==> config.mk <==
export PLATFORM = sky130hd
export DESIGN_NAME = avst_word_tx
export DESIGN_NICKNAME = d
export VERILOG_FILES = /design/src/rtl/avst_word_tx.sv
export SDC_FILE = /design/constraint.sdc
export NUM_CORES = 1
export LEC_CHECK = 0
export ABC_AREA = 1
export CAP_MARGIN = 5
export CORE_MARGIN = 10
export CORE_UTILIZATION = 49
export DETAILED_ROUTE_END_ITERATION = 10
export GPL_ROUTABILITY_DRIVEN = 0
export GPL_TIMING_DRIVEN = 0
export PLACE_DENSITY = 0.81
export SYNTH_ARGS = -nofsm -noshare
export SYNTH_HDL_FRONTEND = slang
export SYNTH_SLANG_ARGS = --single-unit
==> constraint.sdc <==
create_clock -name clk -period 1.5 [get_ports clk]
set_clock_uncertainty 0.05 [all_clocks]
set_input_delay 0.225 -clock clk [delete_from_list [all_inputs] [get_ports clk]]
set_output_delay 0.225 -clock clk [all_outputs]
set_load 0.005 [all_outputs]
==> src/rtl/avst_word_tx.sv <==
`timescale 1ns/1ps
`default_nettype none
// ============================================================================
//  Module   : avst_word_tx
//  Purpose  : Serializes packed multi-byte words onto an 8-bit Avalon-ST
//             source (data/valid/end/ready). A one-word prefetch register
//             keeps one byte per clock flowing across word boundaries.
//  Revision : 1.0  initial release
// ============================================================================
module avst_word_tx #(
   parameter int WORD_BYTES = 4,
   parameter int NB_W       = 4
) (
   input  logic                    clk,
   input  logic                    reset,
   input  logic [8*WORD_BYTES-1:0] word_in,
   input  logic [NB_W-1:0]         nbytes_in,
   input  logic                    last_in,
   input  logic                    word_valid,
   output logic                    word_ready,
   output logic [7:0]              data_out,
   output logic                    valid_out,
   output logic                    end_out,
   input  logic                    ready_out,
   output logic                    busy,
   output logic [15:0]             pkt_count
);

   localparam logic [NB_W-1:0] c_WORD_BYTES = NB_W'(WORD_BYTES);
   localparam logic [NB_W-1:0] c_ONE        = NB_W'(1);

   typedef enum logic [0:0] {
      ST_IDLE = 1'b0,
      ST_SEND = 1'b1
   } state_t;

   state_t                  r_state;
   state_t                  w_state_nxt;

   // Shifter: byte 0 of the remaining data always sits in the low byte.
   logic [8*WORD_BYTES-1:0] r_sh_word;
   logic [NB_W-1:0]         r_sh_rem;
   logic                    r_sh_last;

   // Prefetch register.
   logic [8*WORD_BYTES-1:0] r_nxt_word;
   logic [NB_W-1:0]         r_nxt_nb;
   logic                    r_nxt_last;
   logic                    r_nxt_full;

   logic [15:0]             r_pkt_count;

   logic [NB_W-1:0]         w_nb_clamped;
   logic                    w_word_xfer;
   logic                    w_byte_xfer;
   logic                    w_final_xfer;
   logic                    w_load_direct;
   logic                    w_load_pref;
   logic                    w_to_prefetch;

   // word_ready looks only at the registered prefetch flag and reset, so
   // there is never a combinational path from ready_out.
   assign word_ready   = !r_nxt_full && !reset;
   assign w_word_xfer  = word_valid && word_ready;
   assign w_byte_xfer  = (r_state == ST_SEND) && ready_out;
   assign w_final_xfer = w_byte_xfer && (r_sh_rem == c_ONE);
   assign w_nb_clamped = ((nbytes_in == '0) || (nbytes_in > c_WORD_BYTES))
                         ? c_WORD_BYTES : nbytes_in;
   assign busy         = (r_state == ST_SEND) || r_nxt_full;
   assign pkt_count    = r_pkt_count;

   // State register.
   always_ff @(posedge clk) begin
      if (reset) r_state <= ST_IDLE;
      else       r_state <= w_state_nxt;
   end

   // Next-state, stream outputs and load steering.
   always_comb begin
      w_state_nxt   = r_state;
      valid_out     = 1'b0;
      end_out       = 1'b0;
      data_out      = 8'h00;
      w_load_direct = 1'b0;
      w_load_pref   = 1'b0;
      w_to_prefetch = 1'b0;
      case (r_state)
         ST_IDLE: begin
            if (w_word_xfer) begin
               w_load_direct = 1'b1;
               w_state_nxt   = ST_SEND;
            end
         end
         ST_SEND: begin
            valid_out = 1'b1;
            data_out  = r_sh_word[7:0];
            end_out   = r_sh_last && (r_sh_rem == c_ONE);
            if (w_final_xfer) begin
               // Prefetch has priority; a new word cannot arrive while it is full.
               if (r_nxt_full)       w_load_pref   = 1'b1;
               else if (w_word_xfer) w_load_direct = 1'b1;
               else                  w_state_nxt   = ST_IDLE;
            end else if (w_word_xfer) begin
               w_to_prefetch = 1'b1;
            end
         end
         default: w_state_nxt = ST_IDLE;
      endcase
   end

   // Shifter, prefetch and packet counter.
   always_ff @(posedge clk) begin
      if (reset) begin
         r_sh_word   <= '0;
         r_sh_rem    <= '0;
         r_sh_last   <= 1'b0;
         r_nxt_word  <= '0;
         r_nxt_nb    <= '0;
         r_nxt_last  <= 1'b0;
         r_nxt_full  <= 1'b0;
         r_pkt_count <= 16'h0000;
      end else begin
         if (w_load_direct) begin
            r_sh_word <= word_in;
            r_sh_rem  <= w_nb_clamped;
            r_sh_last <= last_in;
         end else if (w_load_pref) begin
            r_sh_word  <= r_nxt_word;
            r_sh_rem   <= r_nxt_nb;
            r_sh_last  <= r_nxt_last;
            r_nxt_full <= 1'b0;
         end else if (w_byte_xfer) begin
            r_sh_word <= {8'h00, r_sh_word[8*WORD_BYTES-1:8]};
            r_sh_rem  <= r_sh_rem - c_ONE;
         end
         if (w_to_prefetch) begin
            r_nxt_word <= word_in;
            r_nxt_nb   <= w_nb_clamped;
            r_nxt_last <= last_in;
            r_nxt_full <= 1'b1;
         end
         if (w_byte_xfer && end_out) r_pkt_count <= r_pkt_count + 16'd1;
      end
   end

endmodule
`default_nettype wire

; Word-level counts from Yosys, hierarchy flattened
; Index checks and enable logic that the tools add are counted.
; Widths: inputs -> output; s select.
[op_classes]
n_eq_ne = 2
n_lt_le_gt_ge = 1
multipliers = 0
mux = 27
add_sub_neg = 2
div = 0
bitwise = 1
shift = 0
reduce_logical = 15
[ops]
columns = op, n
row1 = $mux 32, 3
row2 = $mux 1, 17
row3 = $add 16x1->16 const B, 1
row4 = $mux 4, 4
row5 = $mux 8, 1
row6 = $logic_and 1x1->1, 6
row7 = $eq 4x1->1 const B, 1
row8 = $gt 4x3->1 const B, 1
row9 = $logic_not 4->1, 1
row10 = $pmux 1 s2, 2
row11 = $reduce_bool 2->1, 2
row12 = $sub 4x1->4 const B, 1
row13 = $reduce_bool 3->1, 1
row14 = $logic_not 1->1, 2
row15 = $logic_or 1x1->1, 2
row16 = $ne 2x1->1 const B, 1
row17 = $reduce_and 2->1, 1
row18 = $not 1->1, 1
[word_totals]
rom_bits = 0
ram_bits = 0
memories = 0
latch_bits = 0
reg_bits = 92
elab_cells = 57
in_bits = 41
out_inout_bits = 28

; Logic depth before layout (Yosys ltp)
; Gate-level depths: netlist of the first run.
[logic_depth]
word_depth = 9
depth_mapped = 11
depth_no_buf = 10

; Worst setup path after synthesis of the first run
; OpenSTA, ideal clock, no wires.
[synth_timing]
kind = register to register
start = register r_sh_rem[1]
end = register r_pkt_count[3] (netlist: pkt_count[3])
required_ns = 1.331
period_less_slack_ns = 1.604
setup_time_ns = 0.119
path_stages_with_launch = 11
slack_ns = -0.104
path_buffers = 1
t_arrival_ns = 1.434
cell_sequence = dfxtp_1 > inv_1 > ha_1 > nand2_1 > nor2_1 > nand3_2 > inv_1 > buf_2 > nand2_1 > o21ai_0 > a21oi_1
[synth_between]
elab_chain_len = 4
[synth_rtl]
columns = item, line_no
row1 = start: declaration, 42  ; logic [NB_W-1:0] r_sh_rem;
row2 = start signal: assignment, 125  ; r_sh_rem <= w_nb_clamped;
row3 = start signal: assignment, 129  ; r_sh_rem <= r_nxt_nb;
row4 = start signal: assignment, 134  ; r_sh_rem <= r_sh_rem - c_ONE;
row5 = $eq 4x1->1, 97  ; end_out = r_sh_last && (r_sh_rem == c_ONE);
row6 = $logic_and 1x1->1, 97
row7 = $mux 1, 87  ; case (r_state)
row8 = $logic_and 1x1->1, 142  ; if (w_byte_xfer && end_out) r_pkt_count <= r_pkt_count + 16'd1;
row9 = end signal: assignment, 142
row10 = end: declaration, 51  ; logic [15:0] r_pkt_count;
; No other way between the ends.
; A chain may end at the register's enable or synchronous reset.

; Worst setup path after layout of the first run
[layout_timing]
start = register r_sh_rem[1]
end = register r_sh_rem[2]
[layout_between]
elab_chain_len = 6
word_cells_on_any_way = 11
cone_classes = add/sub: 1 / eq/ne: 1 / mux: 7 / reduce/logical: 2
[layout_rtl]
columns = item
row1 = branches (longest 6 deep; another with $sub 4x1->4)
; Parallel ways; which one is timed is not known. The select of a mux whose other input is x is not followed.

==> impl_metrics.yaml, run 1 <==
run_status:
  status: "complete, but fails checks"
  failed_checks: "setup timing"
job:
  cap_viol_max_count: 0
clock_tree:
  cts_sinks: 92
  numCtsBuffers: 9
  clockRootBuffer: "clkbuf_8"
  path_clk_slew_ns: 0.09
  h-tree-depth: 3
  insertion_delay_ns: 0.36
  cts_tree: "done"
  ctsLongestPathBuffers: 2
route:
  drc: 0
  drtIter0Drc: 1027
  num_vias: 5876
  dr.pass1.iters: 6
  vias_per_cell: 6.20
  wire_per_inst_um: 21.0
  drt-total-wl_um: 19900
  ant_nets: 0
sta:
  finalMaxSlewViolations: 0
  setup_viol_count_final: 96
  finalWorstSetupSlack_ns: -0.361
  timing.hold.ws_ns: 0.238
  period_minus_slack_ns: 1.86
  tightest_slew_ns: 0.867
  finalSetupTns_ns: -22.32
  timing.slew.headroom_pct: 42.2
  fin_crit_sh_pct: 124
  hold_viol_final: 0
  rsz0062_at_grt: "true"
  max_freq_mhz: 537
synthesis:
  yosysSeqAreaShare_pct: 40.6
  ys_warn_count: 0
  yosysUniqueCellTypes: 23
  avgSynthCellArea_um2: 6.40
  syn_nets: 752
  synthCells: 708
  yosys_register_bits: 92
  synth_area_um2: 4530
global_route:
  grt_max_degree: 14
  grt_pass1_vias: 5280
  overflow: 0
  antenna_found_initial: 0
  track_usage_pct: 22.7
  grt_pass1_wl_um: 24900
finish:
  fin_nets: 878
  n_antenna_cell: 0
  fill_cells: 539
  syn_to_final_growth_pct: 55.9
  post-route-util_pct: 77.5
  drive_gt1_share_pct: 33.9
hold_path:
  hold_path_class: "in2reg"
  worstHoldStart: "reset"
power_and_ir_drop:
  peakVddDrop_uv: 471
  power-per-cell-area_nw_per_um2: 750
  static-leakage-power_nw: 3.02
  p_total_mw: 5.30
critical_path:
  reg2reg_to: "r_sh_rem[2]"
  crit_start: "r_sh_rem[1]"
  worstSetupPathType: "reg2reg"
  reg2regPathDepth: 12
  worstSetupStartpointType: "register"
  timing.rr.start: "r_sh_rem[1]"
  cp_max_fo: 10
  worstPathRequired_ns: 1.75
  arrival_ns: 2.11
  end_kind: "register"
  cp-endpoint: "r_sh_rem[2]"
  rrSetupSlack_ns: -0.36
placement:
  dp_slack_ns: -0.633
  port_buffers: 67
  place_hpwl_um: 9370
die:
  floorplan.initialDensity_pct: 49.8
  core_um2: 9110
  rows: 35
  die_h_um: 116
  chipWidth_um: 116
  num_io_pins: 69
  die_area_um2: 13500
## synthesized netlist by cell type
master | n | area share (%)
nand2_1 | 197 | 16
nor2_1 | 108 | 8.9
dfxtp_1 | 92 | 41
nand3_1 | 78 | 8.6
inv_1 | 62 | 5.1
a21oi_1 | 61 | 6.7
o21ai_0 | 47 | 5.2
clkbuf_1 | 19 | 1.6
buf_2 | 12 | 1.3
buf_6 | 6 | 1.5
buf_1 | 3 | 0.25
ha_1 | 3 | 0.83
inv_2 | 3 | 0.25
nand2_2 | 3 | 0.41
o21ai_1 | 3 | 0.33
nand4_1 | 2 | 0.28
xnor2_1 | 2 | 0.39
xor2_1 | 2 | 0.39
a31oi_1 | 1 | 0.14
buf_4 | 1 | 0.17
nand3_2 | 1 | 0.22
nand4_2 | 1 | 0.28
nor3_1 | 1 | 0.11
## metrics by stage
stage | instance area, µm² | std cells
2_1_floorplan | 4570 | 708
3_3_place_gp | 5380 | 886
5_1_grt | 7060 | 948
6_report | 7060 | 948
4_1_cts | 6320 | 936
3_5_place_dp | 5380 | 886
## worst max-delay path, cell delays in order (launching register included)
cell	delay, ns
dfxtp_4	0.37
inv_4	0.07
ha_4	0.15
buf_6	0.11
nand3_4	0.10
nand2_8	0.13
nand2_8	0.09
inv_4	0.13
buf_6	0.18
nand2_1	0.13
nand3_2	0.13
nand2_2	0.06
inv_1	0.08
## power breakdown
group | leakage (nW) | switching (mW) | total, mW | internal (mW)
clock | 0.0825 | 0.869 | 1.63 | 0.757
combinational | 2.17 | 0.618 | 1.07 | 0.454
sequential | 0.760 | 0.0842 | 2.60 | 2.51
total | 3.02 | 1.57 | 5.30 | 3.72
## placed cells by master, fill, tap and decap left out, types with 12 or more instances in the layout
cell type	instances
clkbuf_1	12
inv_1	57
nand2_1	149
nand2_2	20
buf_4	29
a21oi_2	42
o21ai_0	24
o21ai_2	18
nand3_2	24
buf_6	24
nor2_1	94
a21oi_1	19
dfxtp_1	71
clkdlybuf4s50_1	44
nand3_1	52
nand2_4	26
## sequential cells by signal, indices dropped and copies added, names as in the netlist
signal,flops
r_sh_word,32
r_nxt_word,32
r_nxt_last,1
pkt_count,16
r_nxt_full,1
r_sh_last,1
r_state,1
r_sh_rem,4
r_nxt_nb,4
## logic make-up (layout without fill, tap and decap cells)
family,Yosys count,count (layout),synth area share (%)
AND/OR/NAND/NOR,391,391,35.2
XOR/XNOR,4,4,0.773
AO/OA/AOI/OAI,112,112,12.4
buffers and inverters,106,235,10.2
adder cells (fa/ha/maj),3,3,0.828
flip-flops,92,92,40.6
## layer usage
| layer | vias to the layer above | wire (µm) | GRT usage, % |
|---|---|---|---|
| met3 | 172 | 2150 | 4.88 |
| met2 | 522 | 9420 | 39.0 |
| met5 | - | 0 | 0 |
| met1 | 2684 | 6840 | 26.1 |
| met4 | 0 | 1510 | 11.4 |
| li1 | 2498 | - | - |
## area by class of cell
cell class / instances / area, µm² / share of cell area, %
multi-input cells: 510 / 3020 / 42.8
flip-flops and latches: 92 / 1890 / 26.8
repair buffers: 118 / 1210 / 17.1
plain buffers: 38 / 353 / 5.00
inverters: 65 / 274 / 3.88
well taps: 111 / 139 / 1.97
clock buffers: 12 / 135 / 1.91
clock inverters: 2 / 37.5 / 0.531
## worst min-delay path by stage
stage,end,cells past startpoint
2_1_floorplan,r_nxt_word[0],2
3_3_place_gp,r_nxt_nb[3],2
3_5_place_dp,r_nxt_word[22],2
4_1_cts,pkt_count[2],2
5_1_grt,pkt_count[2],2
6_report,pkt_count[2],2
## repair_timing
| item | CTS | global route |
|---|---|---|
| gates cloned | 3 | 4 |
| pin swaps | 21 | 44 |
| buffers inserted | 33 | 12 |
| endpoints found under the setup margin | 118 | 106 |
| resized for setup | 193 | 201 |
| hold buffers | 0 | 0 |
Note: power is estimated with default switching activity, not from simulation.
==> inputs of run 2 (changes only) <==
CTS_CLUSTER_DIAMETER = 60   (was not set)
RECOVER_POWER = 50   (was not set)
==> results of run 2 <==
The final DEF is identical to that of run 1; final timing and power are the same.
